**src/rtl/stock_manager.sv**
```systemverilog
// Stock counters for the vending machine slots, shared by the bulk-reload and vend paths.
// Optional low-stock pulse is compiled in when STOCK_LOW_STOCK_EN is defined.
module stock_manager #(
  parameter int NUM_SLOTS  = 20,
  parameter int CNT_W      = 4,
  parameter int FULL_CNT   = 10,
  parameter int LOW_THRESH = 2
) (
  input  logic             CLK,
  input  logic             RESET,
  input  logic             RELOAD_REQ,
  input  logic             VEND_REQ,
  input  logic [4:0]       VEND_SLOT,
  input  logic [4:0]       QUERY_SLOT,
  output logic [CNT_W-1:0] QUERY_CNT,
  output logic             VEND_ACK,
  output logic             SOLD_OUT,
  output logic             BAD_SLOT,
  output logic             RELOAD_DONE,
  output logic             BUSY,
  output logic             LOW_STOCK
);

  localparam logic [1:0] IDLE   = 2'd0;
  localparam logic [1:0] RELOAD = 2'd1;
  localparam logic [1:0] CHECK  = 2'd2;
  localparam logic [1:0] DONE   = 2'd3;

  localparam logic [4:0]       LAST_SLOT = 5'(NUM_SLOTS - 1);
  localparam logic [CNT_W-1:0] FULL_VAL  = CNT_W'(FULL_CNT);

  // Both the reload value and the threshold have to be representable in a counter.
  if (FULL_CNT >= (1 << CNT_W) || LOW_THRESH >= (1 << CNT_W)) begin : g_bad_param
    $error("stock_manager: FULL_CNT/LOW_THRESH do not fit in CNT_W bits");
  end

  logic [1:0]       state;
  logic [4:0]       idx;
  logic [4:0]       slot;
  logic [CNT_W-1:0] counts [NUM_SLOTS];

  logic             slot_bad;
  logic [CNT_W-1:0] slot_cnt;
  logic [CNT_W-1:0] slot_dec;
  logic             low_on_ack;
  logic             low_on_sold;

  assign slot_bad = (slot > LAST_SLOT);
  assign slot_cnt = slot_bad ? '0 : counts[slot];
  assign slot_dec = slot_cnt - CNT_W'(1);

`ifdef STOCK_LOW_STOCK_EN
  localparam logic [CNT_W-1:0] LOW_VAL = CNT_W'(LOW_THRESH);
  assign low_on_ack  = (slot_dec <= LOW_VAL);
  assign low_on_sold = 1'b1;
`else
  assign low_on_ack  = 1'b0;
  assign low_on_sold = 1'b0;
`endif

  assign BUSY = (state != IDLE);

  always_ff @(posedge CLK) begin
    if (RESET) begin
      state       <= IDLE;
      idx         <= '0;
      slot        <= '0;
      QUERY_CNT   <= '0;
      VEND_ACK    <= 1'b0;
      SOLD_OUT    <= 1'b0;
      BAD_SLOT    <= 1'b0;
      RELOAD_DONE <= 1'b0;
      LOW_STOCK   <= 1'b0;
      for (int i = 0; i < NUM_SLOTS; i++) begin
        counts[i] <= '0;
      end
    end else begin
      // Pulses last exactly one cycle unless re-armed below.
      VEND_ACK    <= 1'b0;
      SOLD_OUT    <= 1'b0;
      BAD_SLOT    <= 1'b0;
      RELOAD_DONE <= 1'b0;
      LOW_STOCK   <= 1'b0;
      QUERY_CNT   <= (QUERY_SLOT > LAST_SLOT) ? '0 : counts[QUERY_SLOT];

      case (state)
        IDLE: begin
          if (RELOAD_REQ) begin
            idx   <= '0;
            state <= RELOAD;
          end else if (VEND_REQ) begin
            slot  <= VEND_SLOT;
            state <= CHECK;
          end
        end
        RELOAD: begin
          counts[idx] <= FULL_VAL;
          idx         <= idx + 5'd1;
          if (idx == LAST_SLOT) begin
            RELOAD_DONE <= 1'b1;
            state       <= DONE;
          end
        end
        CHECK: begin
          if (slot_bad) begin
            BAD_SLOT <= 1'b1;
          end else if (slot_cnt == '0) begin
            SOLD_OUT  <= 1'b1;
            LOW_STOCK <= low_on_sold;
          end else begin
            counts[slot] <= slot_dec;
            VEND_ACK     <= 1'b1;
            LOW_STOCK    <= low_on_ack;
          end
          state <= DONE;
        end
        DONE: begin
          // Requests ignored here so the requester has a cycle to drop them.
          state <= IDLE;
        end
        default: state <= IDLE;
      endcase
    end
  end

endmodule

```
**config.mk**
```make
export PLATFORM = sky130hd
export DESIGN_NAME = stock_manager
export DESIGN_NICKNAME = d
export VERILOG_FILES = /design/src/rtl/stock_manager.sv
export SDC_FILE = /design/constraint.sdc
export NUM_CORES = 1
export LEC_CHECK = 0
export ABC_AREA = 1
export CAP_MARGIN = 20
export CORE_ASPECT_RATIO = 0.6
export CORE_MARGIN = 5
export CORE_UTILIZATION = 47
export CTS_CLUSTER_DIAMETER = 50
export CTS_CLUSTER_SIZE = 30
export DETAILED_ROUTE_END_ITERATION = 7
export PLACE_DENSITY = 0.59
export SETUP_SLACK_MARGIN = 0.4
export SYNTH_ARGS = -nofsm -noshare
export SYNTH_HDL_FRONTEND = slang
export SYNTH_SLANG_ARGS = --single-unit
export TNS_END_PERCENT = 10
```
**constraint.sdc**
```tcl
create_clock -name CLK -period 3.5 [get_ports CLK]
set_input_delay 1.05 -clock CLK [delete_from_list [all_inputs] [get_ports CLK]]
set_output_delay 1.05 -clock CLK [all_outputs]
set_load 0.03 [all_outputs]
```
# == Word level (Yosys, flattened, before mapping) ==
# Memory sizes are Yosys's and may differ from the RTL's. A register that Yosys moved wholly into a read port is not among the register bits.
# Index checks and enable logic that the tools add are counted.
# word_totals
reg_bits,16
mem_bits_rw,80
input_bits,14
out_inout_bits,10
elab_cells,63
memories,1
# op_classes
add_sub_neg,2
order_cmp,2
n_eq_ne,7
mux,28
bitwise_logic,3
reduce_logical,13
# memory_table
name,depth,word_bits,rd,rd_ports_with_merged_regs,wr,line_no,text
counts,20,4,2,2,20,40,logic [CNT_W-1:0] counts [NUM_SLOTS];
# ops
operator,count
5-bit 2-to-1 mux,5
1-bit 2-to-1 mux,15
4-bit 2-to-1 mux,3
"5-bit greater-than comparator, second input constant",2
5-bit one-hot mux with 2 select lines,1
2-bit one-hot mux with 4 select lines,1
4-bit OR reduction,2
2-bit 2-to-1 mux,3
2-bit OR reduction,3
"5-bit by 1-bit adder with 5-bit output, second input constant",1
"5-bit == test, second input constant",1
"2-bit == test, second input constant",2
4-bit zero test,1
"2-bit inequality test, second input constant",2
2-bit AND reduction,2
2-bit nonzero test,2
"4-bit by 1-bit subtractor with 4-bit output, second input constant",1
"3-bit inequality test, second input constant",1
1-bit NOT,3
3-bit AND reduction,1
3-bit OR reduction,1
"2-bit by 1-bit == test with 1-bit output, second input constant",1
2-bit zero test,1

# == Longest topological paths before layout ==
# logic_depth
word_depth,10
mapped_depth,21
depth_no_buf,17

# == Least setup slack after synthesis ==
# No wires, ideal clock.
# synth_path
kind,register to register
from,register with a tool-made name
to,memory counts[21][0] (enable)
setup_ps,329
arrival_ps,2694
t_required_ps,3171
slack_ps,477
path_stages_with_launch,20
path_buffers,5
period_less_slack_ps,3023
path_cell_list,dfxtp_1 -> buf_6 -> inv_6 -> buf_6 -> buf_4 -> buf_4 -> nor2_1 -> o221ai_1 -> nand3_1 -> nand3_1 -> nand3_1 -> ha_1 -> nand3_4 -> nand2_4 -> buf_12 -> nand2_2 -> o21ai_4 -> nor2_8 -> inv_2 -> nor2_1
# synth_rtl
item,line_no
end: declaration,40

==> impl_metrics.sql <==
INSERT INTO impl_metrics (metric_group, metric, value, unit) VALUES
('status', 'outcome', 'completed', ''),
('die', 'ios', '24', ''),
('yosys', 'synth_ff_type', 'sky130_fd_sc_hd__edfxtp_1', ''),
('hold_path', 'holdCritStartpoint', 'slot[1]', ''),
('die', 'die_w', '184', 'um'),
('global_route', 'gr_util_met2', '35.6', '%'),
('clock_tree', 'h_tree_level_count', '4', ''),
('finish', 'finalNetCount', '979', ''),
('hold_path', 'worst_hold_path_type', 'reg -> reg', ''),
('finish', 'instances_no_fill', '1213', ''),
('routing', 'route.detailed.drc', '0', ''),
('setup_path', 'cp_delay_by_family_top', 'buffers and inverters', ''),
('yosys', 'synth_top_cells_by_count', 'sky130_fd_sc_hd__nand2_1 (140), sky130_fd_sc_hd__edfxtp_1 (128), sky130_fd_sc_hd__nor2_1 (127), sky130_fd_sc_hd__nand3_1 (77), sky130_fd_sc_hd__o21ai_0 (70)', ''),
('setup_path', 'timing.reg2reg.setup_slack', '430', 'ps'),
('timing', 'timing.final.hold_violations', '0', ''),
('clock_tree', 'clk_pin_slew_worst_paths', '70', 'ps'),
('die', 'chipHeight', '115', 'um'),
('place', 'gp_routability_congestion', '0.935', ''),
('pwr', 'fin_total_pwr', '5.97', 'mW'),
('yosys', 'synth_area_leaders', 'sky130_fd_sc_hd__edfxtp_1 (45%), sky130_fd_sc_hd__nand2_1 (6.1%), sky130_fd_sc_hd__dfxtp_1 (5.8%)', ''),
('setup_path', 'worstPathCellList', 'buf_12 -> buf_4 -> buf_4 -> nand2_1 -> o211ai_1 -> a21oi_2 -> o21ai_2 -> nand3_2 -> ha_4 -> nand3_4 -> nand2_8 -> buf_6 -> o21ai_4 -> nor2_8 -> buf_4 -> nand2_4 -> buf_6 -> nor2_2', ''),
('yosys', 'yosysWarnings', '0', ''),
('setup_path', 'worst-endpoint-required', '3690', 'ps'),
('setup_path', 'cp_data_arrival_time', '3260', 'ps'),
('timing', 'timing.fmax', '326', 'MHz'),
('finish', 'layout-drive-gt1-share', '28.9', '%'),
('die', 'placement_rows', '38', ''),
('timing', 'fin_crit', '3070', 'ps'),
('yosys', 'seq_total_area_yosys', '50.6', '%'),
('timing', 'final.period_utilization', '87.7', '%'),
('pwr', 'power.static_leakage', '3.98', 'nW'),
('setup_path', 'setup.worst_path.class', 'reg -> reg', ''),
('finish', 'core_occupancy_in_the_finished_layout', '57.1', '%'),
('yosys', 'yosys_register_bits', '153', ''),
('global_route', 'grt-ovfl-total', '0', ''),
('routing', 'drt_pass1_iterations', '6', ''),
('global_route', 'grtUsageMet3', '8.16', '%'),
('yosys', 'netlist_instances', '910', ''),
('finish', 'antenna-diode-count', '0', ''),
('setup_path', 'cpMostUsedCell', 'sky130_fd_sc_hd__buf_4', ''),
('yosys', 'synth_largest_type_area_fraction', '44.8', '%'),
('clock_tree', 'cts-buffers-inserted', '17', ''),
('clock_tree', 'cts_tree', 'built', ''),
('routing', 'wl', '26200', 'um'),
('timing', 'rsz0062_at_grt', 'yes', ''),
('routing', 'post_drt_via_cell_ratio', '5.96', ''),
('clock_tree', 'clock_sink_count', '153', ''),
('yosys', 'syn-num-nets', '929', ''),
('routing', 'vias', '7229', ''),
('yosys', 'synth.mux.area_fraction', '1.40', '%'),
('yosys', 'yosys.cell_count.top_type', 'sky130_fd_sc_hd__nand2_1', ''),
('global_route', 'pin_count_of_the_biggest_net_entering_global_routing', '64', ''),
('die', 'starting_density_of_the_core', '47.6', '%'),
('routing', 'violation_count_after_the_first_detailed_route_iteration', '1121', ''),
('place', 'buffer_ports.inserted', '22', ''),
('setup_path', 'endpoint_kind', 'flop', ''),
('place', 'dp_hpwl', '18800', 'um'),
('finish', 'fillCellCount', '1545', ''),
('finish', 'area_growth_syn_to_layout', '19.9', '%'),
('die', 'placeableCoreArea', '18000', 'um^2'),
('global_route', 'grt_most_used_layer', 'met1', ''),
('yosys', 'synth_enable_flop_cells', '128', ''),
('yosys', 'synth_simple_gate_area_share', '28.4', '%'),
('die', 'dieArea', '21100', 'um^2'),
('yosys', 'avgSynthCellArea', '9.43', 'um^2'),
('yosys', 'synth_compound_gate_area_share', '12.7', '%'),
('setup_path', 'critical_path.max_stage_delay', '470', 'ps'),
('global_route', 'use_met1', '37.5', '%'),
('global_route', 'antenna_found_initial', '0', ''),
('clock_tree', 'root_buffer', 'sky130_fd_sc_hd__clkbuf_16', ''),
('timing', 'worst_clock_skew', '10.7', 'ps');
[registers in the layout (all words and copies together) (netlist names), named ones only]
signal and count:
VEND_ACK 1, idx 5, counts 128, RELOAD_DONE 1, state 2, SOLD_OUT 1, BAD_SLOT 1, QUERY_CNT 4
slot 5
[where the power goes]
part	total (mW)	internal, mW	leakage [nW]	switching, mW
Clock	1.87	1.06	0.283	0.801
Sequential	2.19	2.10	1.46	0.0826
Combinational	1.91	0.666	2.23	1.25
Total	5.97	3.83	3.98	2.13
[metrics by stage]
step | hold WS [ps] | instance area (um^2) | setup WS (ps)
3_5_place_dp | 509 | 9280 | 179
3_3_place_gp | 490 | 9280 | 206
5_1_grt | 535 | 10300 | 341
2_1_floorplan | 457 | 8580 | 477
4_1_cts | 512 | 9960 | 397
6_report | 512 | 10300 | 431
[per-layer routing]
metal  routed length [um]  vias to the layer above
met5                    0                        -
met4                  338                        0
met3                 3120                       40
met2                10800                      427
met1                12000                     3486
li1                     -                     3276
[kinds of logic (layout without fill, tap and decap cells)]
| kind of cell | count (synthesis) | in the layout |
|---|---|---|
| buffers and inverters | 104 | 166 |
| DFF | 153 | 153 |
| AOI/OAI and AO/OA | 167 | 167 |
| and+or+nand+nor | 467 | 468 |
| xor gates and xnor gates | 1 | 1 |
| muxes | 12 | 12 |
| other | 1 | 1 |
| adders and majority gates | 5 | 5 |
[worst paths after layout]
check / to / cells after the start
hold reg to reg: flop / 2
hold / removal: flop / 2
setup / recovery: counts[11][2] / 18
setup reg to reg: counts[11][2] / 18
[repair_timing]
| item | in CTS | in global routing |
|---|---|---|
| pin swaps | 1 | 10 |
| resized for setup | 19 | 59 |
| cloned | 0 | 2 |
| setup endpoints to repair | 193 | 200 |
| hold buffers | 0 | 0 |
| setup buffers | 2 | 11 |
[worst register-to-register path, stage by stage (launching register included)]
cell                       delay (ps)
sky130_fd_sc_hd__dfxtp_4          470
sky130_fd_sc_hd__buf_12           150
sky130_fd_sc_hd__buf_4            160
sky130_fd_sc_hd__buf_4            130
sky130_fd_sc_hd__nand2_1           50
sky130_fd_sc_hd__o211ai_1          90
sky130_fd_sc_hd__a21oi_2          110
sky130_fd_sc_hd__o21ai_2          150
sky130_fd_sc_hd__nand3_2          120
sky130_fd_sc_hd__ha_4             190
sky130_fd_sc_hd__nand3_4          150
sky130_fd_sc_hd__nand2_8           90
sky130_fd_sc_hd__buf_6            160
sky130_fd_sc_hd__o21ai_4          280
sky130_fd_sc_hd__nor2_8           100
sky130_fd_sc_hd__buf_4            160
sky130_fd_sc_hd__nand2_4          100
sky130_fd_sc_hd__buf_6            140
sky130_fd_sc_hd__nor2_2            40
[placed cells by master, fill, tap and decap left out, types with 5 or more instances in the layout]
cell type	synthesis	layout
sky130_fd_sc_hd__inv_6	1	5
sky130_fd_sc_hd__nand2_1	140	118
sky130_fd_sc_hd__clkbuf_16	0	18
sky130_fd_sc_hd__nand2_2	7	21
sky130_fd_sc_hd__nor2_1	127	118
sky130_fd_sc_hd__nor2_8	9	9
sky130_fd_sc_hd__inv_1	29	29
sky130_fd_sc_hd__a31oi_1	6	6
sky130_fd_sc_hd__nor3_1	5	5
sky130_fd_sc_hd__o32ai_1	17	17
sky130_fd_sc_hd__o21ai_0	70	68
sky130_fd_sc_hd__mux2i_1	12	12
sky130_fd_sc_hd__buf_12	1	12
sky130_fd_sc_hd__nor2_2	68	73
sky130_fd_sc_hd__nand3_1	77	74
sky130_fd_sc_hd__inv_2	14	12
sky130_fd_sc_hd__nand3_2	3	6
sky130_fd_sc_hd__buf_4	7	48
sky130_fd_sc_hd__o221ai_1	24	21
sky130_fd_sc_hd__nand2_4	25	32
sky130_fd_sc_hd__dfxtp_1	25	23
sky130_fd_sc_hd__o21ai_1	9	10
sky130_fd_sc_hd__edfxtp_1	128	128
sky130_fd_sc_hd__clkdlybuf4s50_1	0	20
sky130_fd_sc_hd__buf_6	6	6
sky130_fd_sc_hd__o211ai_1	14	14
sky130_fd_sc_hd__a21oi_1	18	16
[area by class of cell]
cell class	instances	area, um^2	share of cell area, %
Clock buffer	17	425	4.13
Clock inverter	15	165	1.61
Inverter	44	186	1.81
Multi-Input combinational cell	654	3950	38.3
Sequential cell	153	4350	42.3
Tap cell	240	300	2.92
Timing Repair Buffer	90	918	8.93
Note: power is estimated with default switching activity, not from simulation.
